$ cat src/rtl/road_scroller.sv
// road_scroller: lane-marker animation engine for the racing display.
//
// Draws NUM_LANES vertical dashed lines over the track colour and scrolls them
// downward at a level-dependent speed. Speed steps accumulate in a small
// pending counter and are folded into the scroll offset only on frame_start,
// so a frame never shows a half-updated road.
//
// Ports:
//   clk          in   system clock
//   reset_n      in   synchronous active-low reset
//   pix_row      in   current pixel row from the display timing generator
//   pix_col      in   current pixel column from the display timing generator
//   level        in   game level, selects the step divisor
//   enable       in   scroll enable (0 = paused)
//   frame_start  in   one-cycle pulse at start of vertical blank
//   track_color  in   background colour for the current pixel
//   road_out     out  registered road pixel colour (1-cycle latency)
//   offset       out  current scroll offset, 0..PERIOD-1
//   step_pulse   out  one-cycle pulse on each speed step
module road_scroller #(
    parameter int          CLK_HZ     = 100000000,
    parameter int          BASE_HZ    = 500,
    parameter int          DASH_LEN   = 48,
    parameter int          DASH_GAP   = 48,
    parameter int          STEP       = 8,
    parameter int          NUM_LANES  = 2,
    parameter int          LANE_X0    = 255,
    parameter int          LANE_PITCH = 128,
    parameter int          LINE_W     = 4,
    parameter int          DIV0       = 6,
    parameter int          DIV1       = 4,
    parameter int          DIV2       = 2,
    parameter int          DIV3       = 1,
    parameter logic [11:0] LINE_COLOR = 12'hFFF,
    localparam int         PERIOD     = DASH_LEN + DASH_GAP,
    localparam int         OFF_W      = $clog2(PERIOD)
) (
    input  logic             clk,
    input  logic             reset_n,
    input  logic [9:0]       pix_row,
    input  logic [9:0]       pix_col,
    input  logic [1:0]       level,
    input  logic             enable,
    input  logic             frame_start,
    input  logic [11:0]      track_color,
    output logic [11:0]      road_out,
    output logic [OFF_W-1:0] offset,
    output logic             step_pulse
);

    localparam int PRESC   = CLK_HZ / BASE_HZ;
    localparam int PRESC_W = (PRESC > 1) ? $clog2(PRESC) : 1;
    localparam int DIV_W   = 8;
    localparam int SUM_W   = OFF_W + 1;

    logic [PRESC_W-1:0] presc_q, presc_d;
    logic [DIV_W-1:0]   div_cnt_q, div_cnt_d;
    logic [DIV_W-1:0]   div_sel;
    logic [1:0]         level_q;
    logic               step_q, step_d;
    logic [3:0]         pend_q, pend_d;
    logic [3:0]         apply_cnt;
    logic [OFF_W-1:0]   offset_q, offset_d;
    logic [OFF_W-1:0]   off_acc;
    logic [SUM_W-1:0]   off_sum;
    logic [11:0]        road_q, road_d;
    logic               tick;
    logic               level_chg;

    // Prescaler: free-running, keeps counting while paused.
    assign tick = (presc_q == PRESC_W'(PRESC - 1));

    always_comb begin
        presc_d = tick ? '0 : presc_q + 1'b1;
    end

    always_comb begin
        case (level)
            2'd0:    div_sel = DIV_W'(DIV0);
            2'd1:    div_sel = DIV_W'(DIV1);
            2'd2:    div_sel = DIV_W'(DIV2);
            default: div_sel = DIV_W'(DIV3);
        endcase
    end

    assign level_chg = (level != level_q);

    // Divider: one step per (div+1) ticks. A level change restarts the count so
    // the new speed takes effect from a clean phase.
    always_comb begin
        div_cnt_d = div_cnt_q;
        step_d    = 1'b0;
        if (level_chg || !enable) begin
            div_cnt_d = '0;
        end else if (tick) begin
            if (div_cnt_q == div_sel) begin
                div_cnt_d = '0;
                step_d    = 1'b1;
            end else begin
                div_cnt_d = div_cnt_q + 1'b1;
            end
        end
    end

    // Step count as it would stand after this cycle, saturating at 15. This is
    // also what a coincident frame_start applies, so a step arriving on the
    // frame_start cycle is not lost.
    always_comb begin
        apply_cnt = '0;
        if (enable) begin
            if (step_q && (pend_q != 4'd15)) begin
                apply_cnt = pend_q + 4'd1;
            end else begin
                apply_cnt = pend_q;
            end
        end
    end

    always_comb begin
        pend_d = frame_start ? 4'd0 : apply_cnt;
    end

    // Offset advance as a chain of conditional add-and-wrap stages; each stage
    // stays below 2*PERIOD because STEP < PERIOD, so no divider is needed.
    always_comb begin
        off_acc = offset_q;
        off_sum = '0;
        for (int i = 0; i < 15; i++) begin
            if (i < int'(apply_cnt)) begin
                off_sum = {1'b0, off_acc} + SUM_W'(STEP);
                if (off_sum >= SUM_W'(PERIOD)) begin
                    off_sum = off_sum - SUM_W'(PERIOD);
                end
                off_acc = off_sum[OFF_W-1:0];
            end
        end
        offset_d = frame_start ? off_acc : offset_q;
    end

    // Pixel path: row relative to the scrolled dash pattern, then lane columns.
    logic [OFF_W-1:0] row_mod;
    logic [SUM_W-1:0] row_rel;
    logic             row_hit;
    logic             col_hit;

    always_comb begin
        row_mod = OFF_W'(int'(pix_row) % PERIOD);
        if (row_mod >= offset_q) begin
            row_rel = {1'b0, row_mod} - {1'b0, offset_q};
        end else begin
            row_rel = {1'b0, row_mod} + SUM_W'(PERIOD) - {1'b0, offset_q};
        end
        row_hit = (row_rel < SUM_W'(DASH_LEN));
    end

    always_comb begin
        col_hit = 1'b0;
        for (int i = 0; i < NUM_LANES; i++) begin
            if ((int'(pix_col) >= LANE_X0 + i * LANE_PITCH) &&
                (int'(pix_col) <= LANE_X0 + i * LANE_PITCH + LINE_W - 1)) begin
                col_hit = 1'b1;
            end
        end
    end

    always_comb begin
        road_d = (row_hit && col_hit) ? LINE_COLOR : track_color;
    end

    always_ff @(posedge clk) begin
        if (!reset_n) begin
            presc_q   <= '0;
            div_cnt_q <= '0;
            level_q   <= '0;
            step_q    <= 1'b0;
            pend_q    <= '0;
            offset_q  <= '0;
            road_q    <= '0;
        end else begin
            presc_q   <= presc_d;
            div_cnt_q <= div_cnt_d;
            level_q   <= level;
            step_q    <= step_d;
            pend_q    <= pend_d;
            offset_q  <= offset_d;
            road_q    <= road_d;
        end
    end

    assign road_out   = road_q;
    assign offset     = offset_q;
    assign step_pulse = step_q;

endmodule

$ cat config.mk
export PLATFORM = sky130hd
export DESIGN_NAME = road_scroller
export DESIGN_NICKNAME = d
export VERILOG_FILES = /design/src/rtl/road_scroller.sv
export SDC_FILE = /design/constraint.sdc
export NUM_CORES = 1
export LEC_CHECK = 0
export CAP_MARGIN = 5
export CORE_UTILIZATION = 45
export CTS_BUF_LIST = sky130_fd_sc_hd__clkbuf_8
export DETAILED_ROUTE_END_ITERATION = 16
export SKIP_CTS_REPAIR_TIMING = 1
export SYNTH_ARGS = -nofsm -noshare
export SYNTH_HDL_FRONTEND = slang
export SYNTH_SLANG_ARGS = --single-unit
$ cat constraint.sdc
create_clock -name clk -period 45.9 [get_ports clk]
set_input_delay 4.59 -clock clk [delete_from_list [all_inputs] [get_ports clk]]
set_output_delay 4.59 -clock clk [all_outputs]
set_load 0.1 [all_outputs]
Word-level counts from Yosys, hierarchy flattened

Cells that the tools add are included.
W data, S select, Z words.

Bits in registers: 52
Output and inout bits: 20
Bits of input ports: 38

Divide/modulo/power cells: 1
Bitwise logic cells: 2
$add $sub $neg: 36
Muxes and demuxes: 39
Reduce and logical (&&, ||, !) cells: 11
Eq/ne operators: 6
Order comparisons: 36

Operator list:

| operator                | count |
|---|---|
| $mux W7                 | 30 |
| $add A7 B4 Y8 const B   | 15 |
| $ge A8 B7 Y1 const B    | 15 |
| $sub A7 B7 Y7 const B   | 15 |
| $mod A11 B8 Y32 const B | 1 |
| $lt A4 B4 Y1 const A    | 7 |
| $le A10 B9 Y1 const B   | 2 |
| $add A18 B1 Y18 const B | 1 |
| $eq A18 B18 Y1 const B  | 1 |
| $lt A3 B4 Y1 const A    | 4 |
| $mux W8                 | 2 |
| $mux W12                | 1 |
| $ge A10 B8 Y1 const B   | 1 |
| $ge A10 B9 Y1 const B   | 1 |
| $pmux W3 S3             | 1 |
| $add A7 B7 Y8 const B   | 1 |
| $add A8 B1 Y8 const B   | 1 |
| $eq A8 B8 Y1            | 1 |
| $lt A1 B4 Y1 const A    | 2 |
| $lt A2 B4 Y1 const A    | 2 |
| $lt A8 B6 Y1 const B    | 1 |
| $mux W4                 | 2 |
| $sub A7 B7 Y8           | 1 |
| $sub A8 B7 Y8           | 1 |
| other kinds (14)        | 22 |

Longest topological paths before layout

Depth after elaboration: 62
Gate-level depth with buffers: 122
Depth with buffers taken out: 120

Worst setup path after synthesis

No wires, ideal clock.

Path type: input -> register
Start point: input enable
End point: register offset_q[5] (netlist: offset[5])
Arrival time: 24187 ps
Path buffers: 4
Path slack: 21626 ps
Stages: 117
Cell sequence: buf_4 > o211ai_2 > o21ai_2 > buf_6 > nand2_1 > o21ai_0 > ha_1 > buf_4 > xor2_1 > ha_1 > nand2_1 > a211o_1 > mux2i_1 > o31ai_1 > o21a_4 > xnor2_1 > ha_1 > and2_1 > (+81 left out) > ha_1 > nand2_1 > or2_2 > nand4_1 > o2bb2ai_1 > or3_1 > xor2_1 > ha_1 > and2_1 > clkbuf_4 > nand2_1 > a2bb2oi_1 > o211ai_4 > xor2_1 > ha_1 > a221o_1 > o2111a_1 > o31ai_1

Longest elaborated chain between the ends: 59
Elaborated cells between the ends (all ways): 87
Those cells by class: 28 x add/sub; 29 x order compare; 30 x mux

Ends and longest elaborated chain:

| what                                          | RTL line | text |
|---|---|---|
| start, declared                               | 43       | `input logic enable,` |
| $mux W4 (*)                                   | 110      | `if (enable) begin` |
| $lt A1 B4 Y1                                  | 129      | `if (i < int'(apply_cnt)) begin` |
| $mux W7                                       | 129      |  |
| $add A7 B4 Y8                                 | 130      | `off_sum = {1'b0, off_acc} + SUM_W'(STEP);` |
| $sub A7 B7 Y7 or $ge A8 B7 Y1 (tied branches) | 132, 131 |  |
| $mux W7                                       | 131      | `if (off_sum >= SUM_W'(PERIOD)) begin` |
| $mux W7                                       | 129      |  |
| $add A7 B4 Y8                                 | 130      |  |
| (+43 left out)                                | --       |  |
| $add A7 B4 Y8                                 | 130      |  |
| $sub A7 B7 Y7 or $ge A8 B7 Y1 (tied branches) | 132, 131 |  |
| $mux W7                                       | 131      |  |
| $mux W7                                       | 129      |  |
| $add A7 B4 Y8                                 | 130      |  |
| $sub A7 B7 Y7 or $ge A8 B7 Y1 (tied branches) | 132, 131 |  |
| $mux W7                                       | 131      |  |
| $mux W7 (*)                                   | 129      |  |
| end signal, assigned                          | 185      | `offset_q <= offset_d;` |
| end, declared                                 | 63       | `logic [OFF_W-1:0] offset_q, offset_d;` |

Every way passes the cells marked *; elsewhere a longest branch is shown, timed or not.
A chain may end at the register's enable or synchronous reset.

Worst setup path in the final report

Ends and elaborated chain as after synthesis.

==> flow_summary.rst <==
.. list-table::
   :header-rows: 1

   * - Metric
     - Value
   * - Routed length on met2
     - slightly below 8000 um
   * - Area of the core region
     - approximately 16,000 um2
   * - Worst slew margin
     - roughly a third
   * - Count of final setup violators
     - 0
   * - DRC violation count after routing
     - 0
   * - Cell area after technology mapping
     - 7250 um2
   * - 1st-pass router iterations
     - 5
   * - Antenna violations before repair
     - 0
   * - Result of the run
     - finished, final reports clean
   * - Number of buffers added by the clock tree synthesis step
     - 5
   * - Worst R2R End
     - offset[5]$_SDFFE_PN0P_
   * - Final HPWL DP
     - around 13,000 um
   * - Yosys synthesis warning count
     - 0
   * - Startpoint of the worst register-to-register path
     - pend_q[0]$_SDFF_PP0_
   * - Synth Flop Type
     - sky130_fd_sc_hd__dfxtp_1
   * - Destination of the worst hold path
     - presc_q[0]$_SDFF_PP0_
   * - Clock tree from TritonCTS
     - done
   * - Hold-critical path depth
     - 1
   * - Total congestion overflow after global routing
     - 0
   * - Layout Nets
     - 1,074
   * - Clock skew
     - around 4.7 ps
   * - Fin area
     - between 7000 and 8000 um2
   * - Worst stage delay on the critical path
     - about 980 ps
   * - Cell type of the slowest stage on the worst timing path
     - sky130_fd_sc_hd__clkdlybuf4s50_1
   * - Area growth from synthesis to layout
     - 9.12%
   * - Launch point of the worst path
     - enable
   * - Total of flip-flops plus latches after synthesis
     - between 40 and 50
   * - Detailed-routing wirelength on met1
     - approximately 8500 um
   * - Fraction of post-synthesis cell area in the top cell type by area
     - between 10% and 20%
   * - Part of the Yosys area used for sequential elements
     - between 10 and 15%
   * - Largest area contributor in the netlist
     - sky130_fd_sc_hd__dfxtp_1
   * - Clock transition time at the flip-flop clock pins of the worst setup and hold paths
     - 90 ps
   * - Pleak
     - 3.04 nW
   * - WP data required
     - 46,120 ps
   * - Startpoint kind of the worst setup timing path
     - input pin
   * - Synth async-reset ratio
     - 0%
   * - Floorplan die width
     - between 100 and 150 um
   * - Final core occ
     - 50.0%
   * - Vias in the first global route
     - between 6,000 and 7,000
   * - Number of non-filler instances in the completed layout
     - between 1,000 and 1,500
   * - Cells after DPL
     - between 1,000 and 1,500
   * - Count of standard-cell rows
     - 46
   * - Avg WL per Cell
     - between 10 and 15 um
   * - Vertical die dimension
     - 129 um
   * - Number of clock sinks seen by CTS
     - ~50
   * - Initial core utilization
     - 45.8%
   * - Antenna fix cells
     - 0
   * - RD Place Congestion
     - 0.851
   * - Via count
     - approximately 6,800
   * - Number of primary I/O pins
     - between 50 and 60
   * - Met3 wire length
     - 281 um
   * - Final antenna-violating net count
     - 0
   * - Arrival time at the worst endpoint
     - ~28,000 ps
   * - Max Root-Sink Buffers
     - 2
   * - Most common cell after layout, fill and taps aside
     - sky130_fd_sc_hd__nand2_1
   * - Instance area after placement
     - just under 8000 um2
   * - Topmost layer with routed signal wires
     - met4
   * - Cell types occupying the most area after synthesis
     - sky130_fd_sc_hd__dfxtp_1 14%, sky130_fd_sc_hd__ha_1 11%, sky130_fd_sc_hd__nand2_1 5.5%
   * - R2R setup slack
     - ~22,000 ps
   * - H-tree levels
     - 2
   * - RSZ-0062 raised after global routing
     - no
   * - Hold violation total from the final report
     - 0
   * - Skew-Pair Late Insertion Delay
     - 300 ps
   * - Max-slew violation total from the final report
     - 0
   * - Most frequent CP cell
     - sky130_fd_sc_hd__ha_1
   * - Max_cap viols
     - 0
   * - Final routed wirelength across all metal layers
     - between 15,000 and 20,000 um
   * - Ratio of final minimum period to clock period
     - 60.3%
   * - Worst Max-Slew Pin Slew
     - 995 ps
   * - Layout cell share with drive strength beyond 1
     - 7.62%
   * - Avg Cell Area, Syn
     - 7.68 um2
   * - Global-route wire length before repair
     - ~28,000 um
   * - Leading cell types in the layout, fill and taps excluded
     - 106 x sky130_fd_sc_hd__nand2_1, 97 x sky130_fd_sc_hd__nor2_1, 63 x sky130_fd_sc_hd__ha_1, 54 x sky130_fd_sc_hd__clkdlybuf4s50_1, 49 x sky130_fd_sc_hd__dfxtp_1
   * - GRT Total Usage
     - roughly 20%
   * - First-iteration detailed-routing DRC count
     - roughly 380
   * - Largest net degree at the start of global routing
     - 25
   * - EDFF count, synth
     - 0
   * - CP Class
     - input pin to register
   * - Total Power Consumption
     - ~110 uW
   * - Worst hold path class
     - register to register
   * - Count of different cell masters after synthesis
     - roughly 110
   * - Summed negative setup slack over all endpoints
     - 0 ps
   * - Fillers
     - about 1,600
   * - CP max FO
     - 18
   * - Largest voltage drop on the vdd net
     - around 0.000015 V
   * - Highest Clock Rate
     - ~0.036 GHz
   * - Via/cell ratio
     - around 5.8
   * - Die Outline Area
     - about 17,000 um2
   * - Endpoint type of the worst setup path
     - register
   * - Cell chosen for the clock root
     - sky130_fd_sc_hd__clkbuf_8
   * - Final worst path period need
     - 27,680 ps
   * - Source of the worst hold timing path
     - presc_q[0]$_SDFF_PP0_
   * - # port buffers
     - 54
   * - Power Density
     - ~14 nW/um2
   * - Syn Inst Count
     - 943
   * - R2r worst-path depth
     - around 120
[worst max-delay path: cells and delay by family]
| kind | cells | cell delay [ps] |
|---|---|---|
| multiplexers | 2 | 400 |
| XOR/XNOR | 14 | 2110 |
| buffers and inverters | 1 | 980 |
| AO/OA/AOI/OAI | 40 | 9220 |
| adder cells (fa/ha/maj) | 15 | 3270 |
| AND/OR/NAND/NOR | 42 | 7290 |
[metal layers]
layer | up-vias | global-route usage, %
met1 | 3164 | 27.4
met2 | 85 | 35.5
met3 | 10 | 1.37
met4 | 0 | 2.70
met5 | - | 0
li1 | 3584 | -
[logic make-up (layout without fill, tap and decap cells)]
family                   count (synthesis)  in the layout  synth area share [%]
buffers and inverters                   69             95                  5.30
flip-flops                              49             49                  13.5
multiplexers                            33             33                  5.18
AND/OR/NAND/NOR                        376            376                  25.5
XOR/XNOR                                73             73                  8.93
AO/OA/AOI/OAI                          277            277                  30.1
adder cells (fa/ha/maj)                 65             65                  11.4
other                                    1              3                0.0518
[stage by stage]
step | setup slack [ps] | hold slack, ps
2_1_floorplan | 21630 | 430
3_3_place_gp | 18430 | 446
3_5_place_dp | 18150 | 457
4_1_cts | 18390 | 479
5_1_grt | 16320 | 497
6_report | 18220 | 478
[worst max path at each step]
| stage | to | slack [ps] | depth (start not counted) |
|---|---|---|---|
| final | offset[5]$_SDFFE_PN0P_ | 18220 | 114 |
| after global routing | offset[5]$_SDFFE_PN0P_ | 16320 | 116 |
| after CTS | offset[5]$_SDFFE_PN0P_ | 18390 | 114 |
| after detailed placement | offset[5]$_SDFFE_PN0P_ | 18150 | 114 |
| after global placement | offset[5]$_SDFFE_PN0P_ | 18430 | 114 |
| after floorplan | offset[5]$_SDFFE_PN0P_ | 21630 | 117 |
[sequential cells by signal, indices dropped and copies added, names as in the netlist]
| signal | count |
|---|---|
| step_pulse | 1 |
| level_q | 2 |
| road_out | 12 |
| offset | 4 |
| pend_q | 4 |
| presc_q | 18 |
| div_cnt_q | 8 |
[area by class of cell]
class	instances	area, um2	share of cell area [%]
clock inverter	2	16.3	0.206
tap	216	270	3.42
sequential	49	981	12.4
multi-input combinational	827	5890	74.6
inverter	32	120	1.52
timing repair buffer	56	556	7.03
clock buffer	5	68.8	0.870
[cell usage after synthesis, types with 5 or more instances]
cell type,instances
sky130_fd_sc_hd__a211o_1,6
sky130_fd_sc_hd__a211oi_1,14
sky130_fd_sc_hd__a21o_1,10
sky130_fd_sc_hd__a21oi_1,47
sky130_fd_sc_hd__a221oi_1,6
sky130_fd_sc_hd__a31oi_1,10
sky130_fd_sc_hd__a32oi_1,5
sky130_fd_sc_hd__and2_1,17
sky130_fd_sc_hd__and3_1,14
sky130_fd_sc_hd__buf_2,6
sky130_fd_sc_hd__buf_4,10
sky130_fd_sc_hd__buf_6,5
sky130_fd_sc_hd__clkbuf_1,9
sky130_fd_sc_hd__dfxtp_1,49
sky130_fd_sc_hd__ha_1,63
sky130_fd_sc_hd__inv_1,31
sky130_fd_sc_hd__mux2_2,10
sky130_fd_sc_hd__mux2i_1,18
sky130_fd_sc_hd__nand2_1,106
sky130_fd_sc_hd__nand2b_1,9
sky130_fd_sc_hd__nand3_1,42
sky130_fd_sc_hd__nand4_1,14
sky130_fd_sc_hd__nor2_1,97
sky130_fd_sc_hd__nor3_1,21
sky130_fd_sc_hd__nor4_1,6
sky130_fd_sc_hd__o211a_1,5
sky130_fd_sc_hd__o211ai_1,12
sky130_fd_sc_hd__o21a_1,20
sky130_fd_sc_hd__o21ai_0,34
sky130_fd_sc_hd__o21ai_1,6
sky130_fd_sc_hd__o221ai_1,6
sky130_fd_sc_hd__o31ai_1,8
sky130_fd_sc_hd__or2_2,8
sky130_fd_sc_hd__or3_1,7
sky130_fd_sc_hd__or4_1,5
sky130_fd_sc_hd__xnor2_1,44
sky130_fd_sc_hd__xor2_1,28
[report_power, final]
part | internal (mW) | switching, mW
registers | 0.0437 | 0.00115
logic | 0.0162 | 0.0261
clock network | 0.0105 | 0.0148
total | 0.0704 | 0.0421
(Power assumes the default switching activity.)
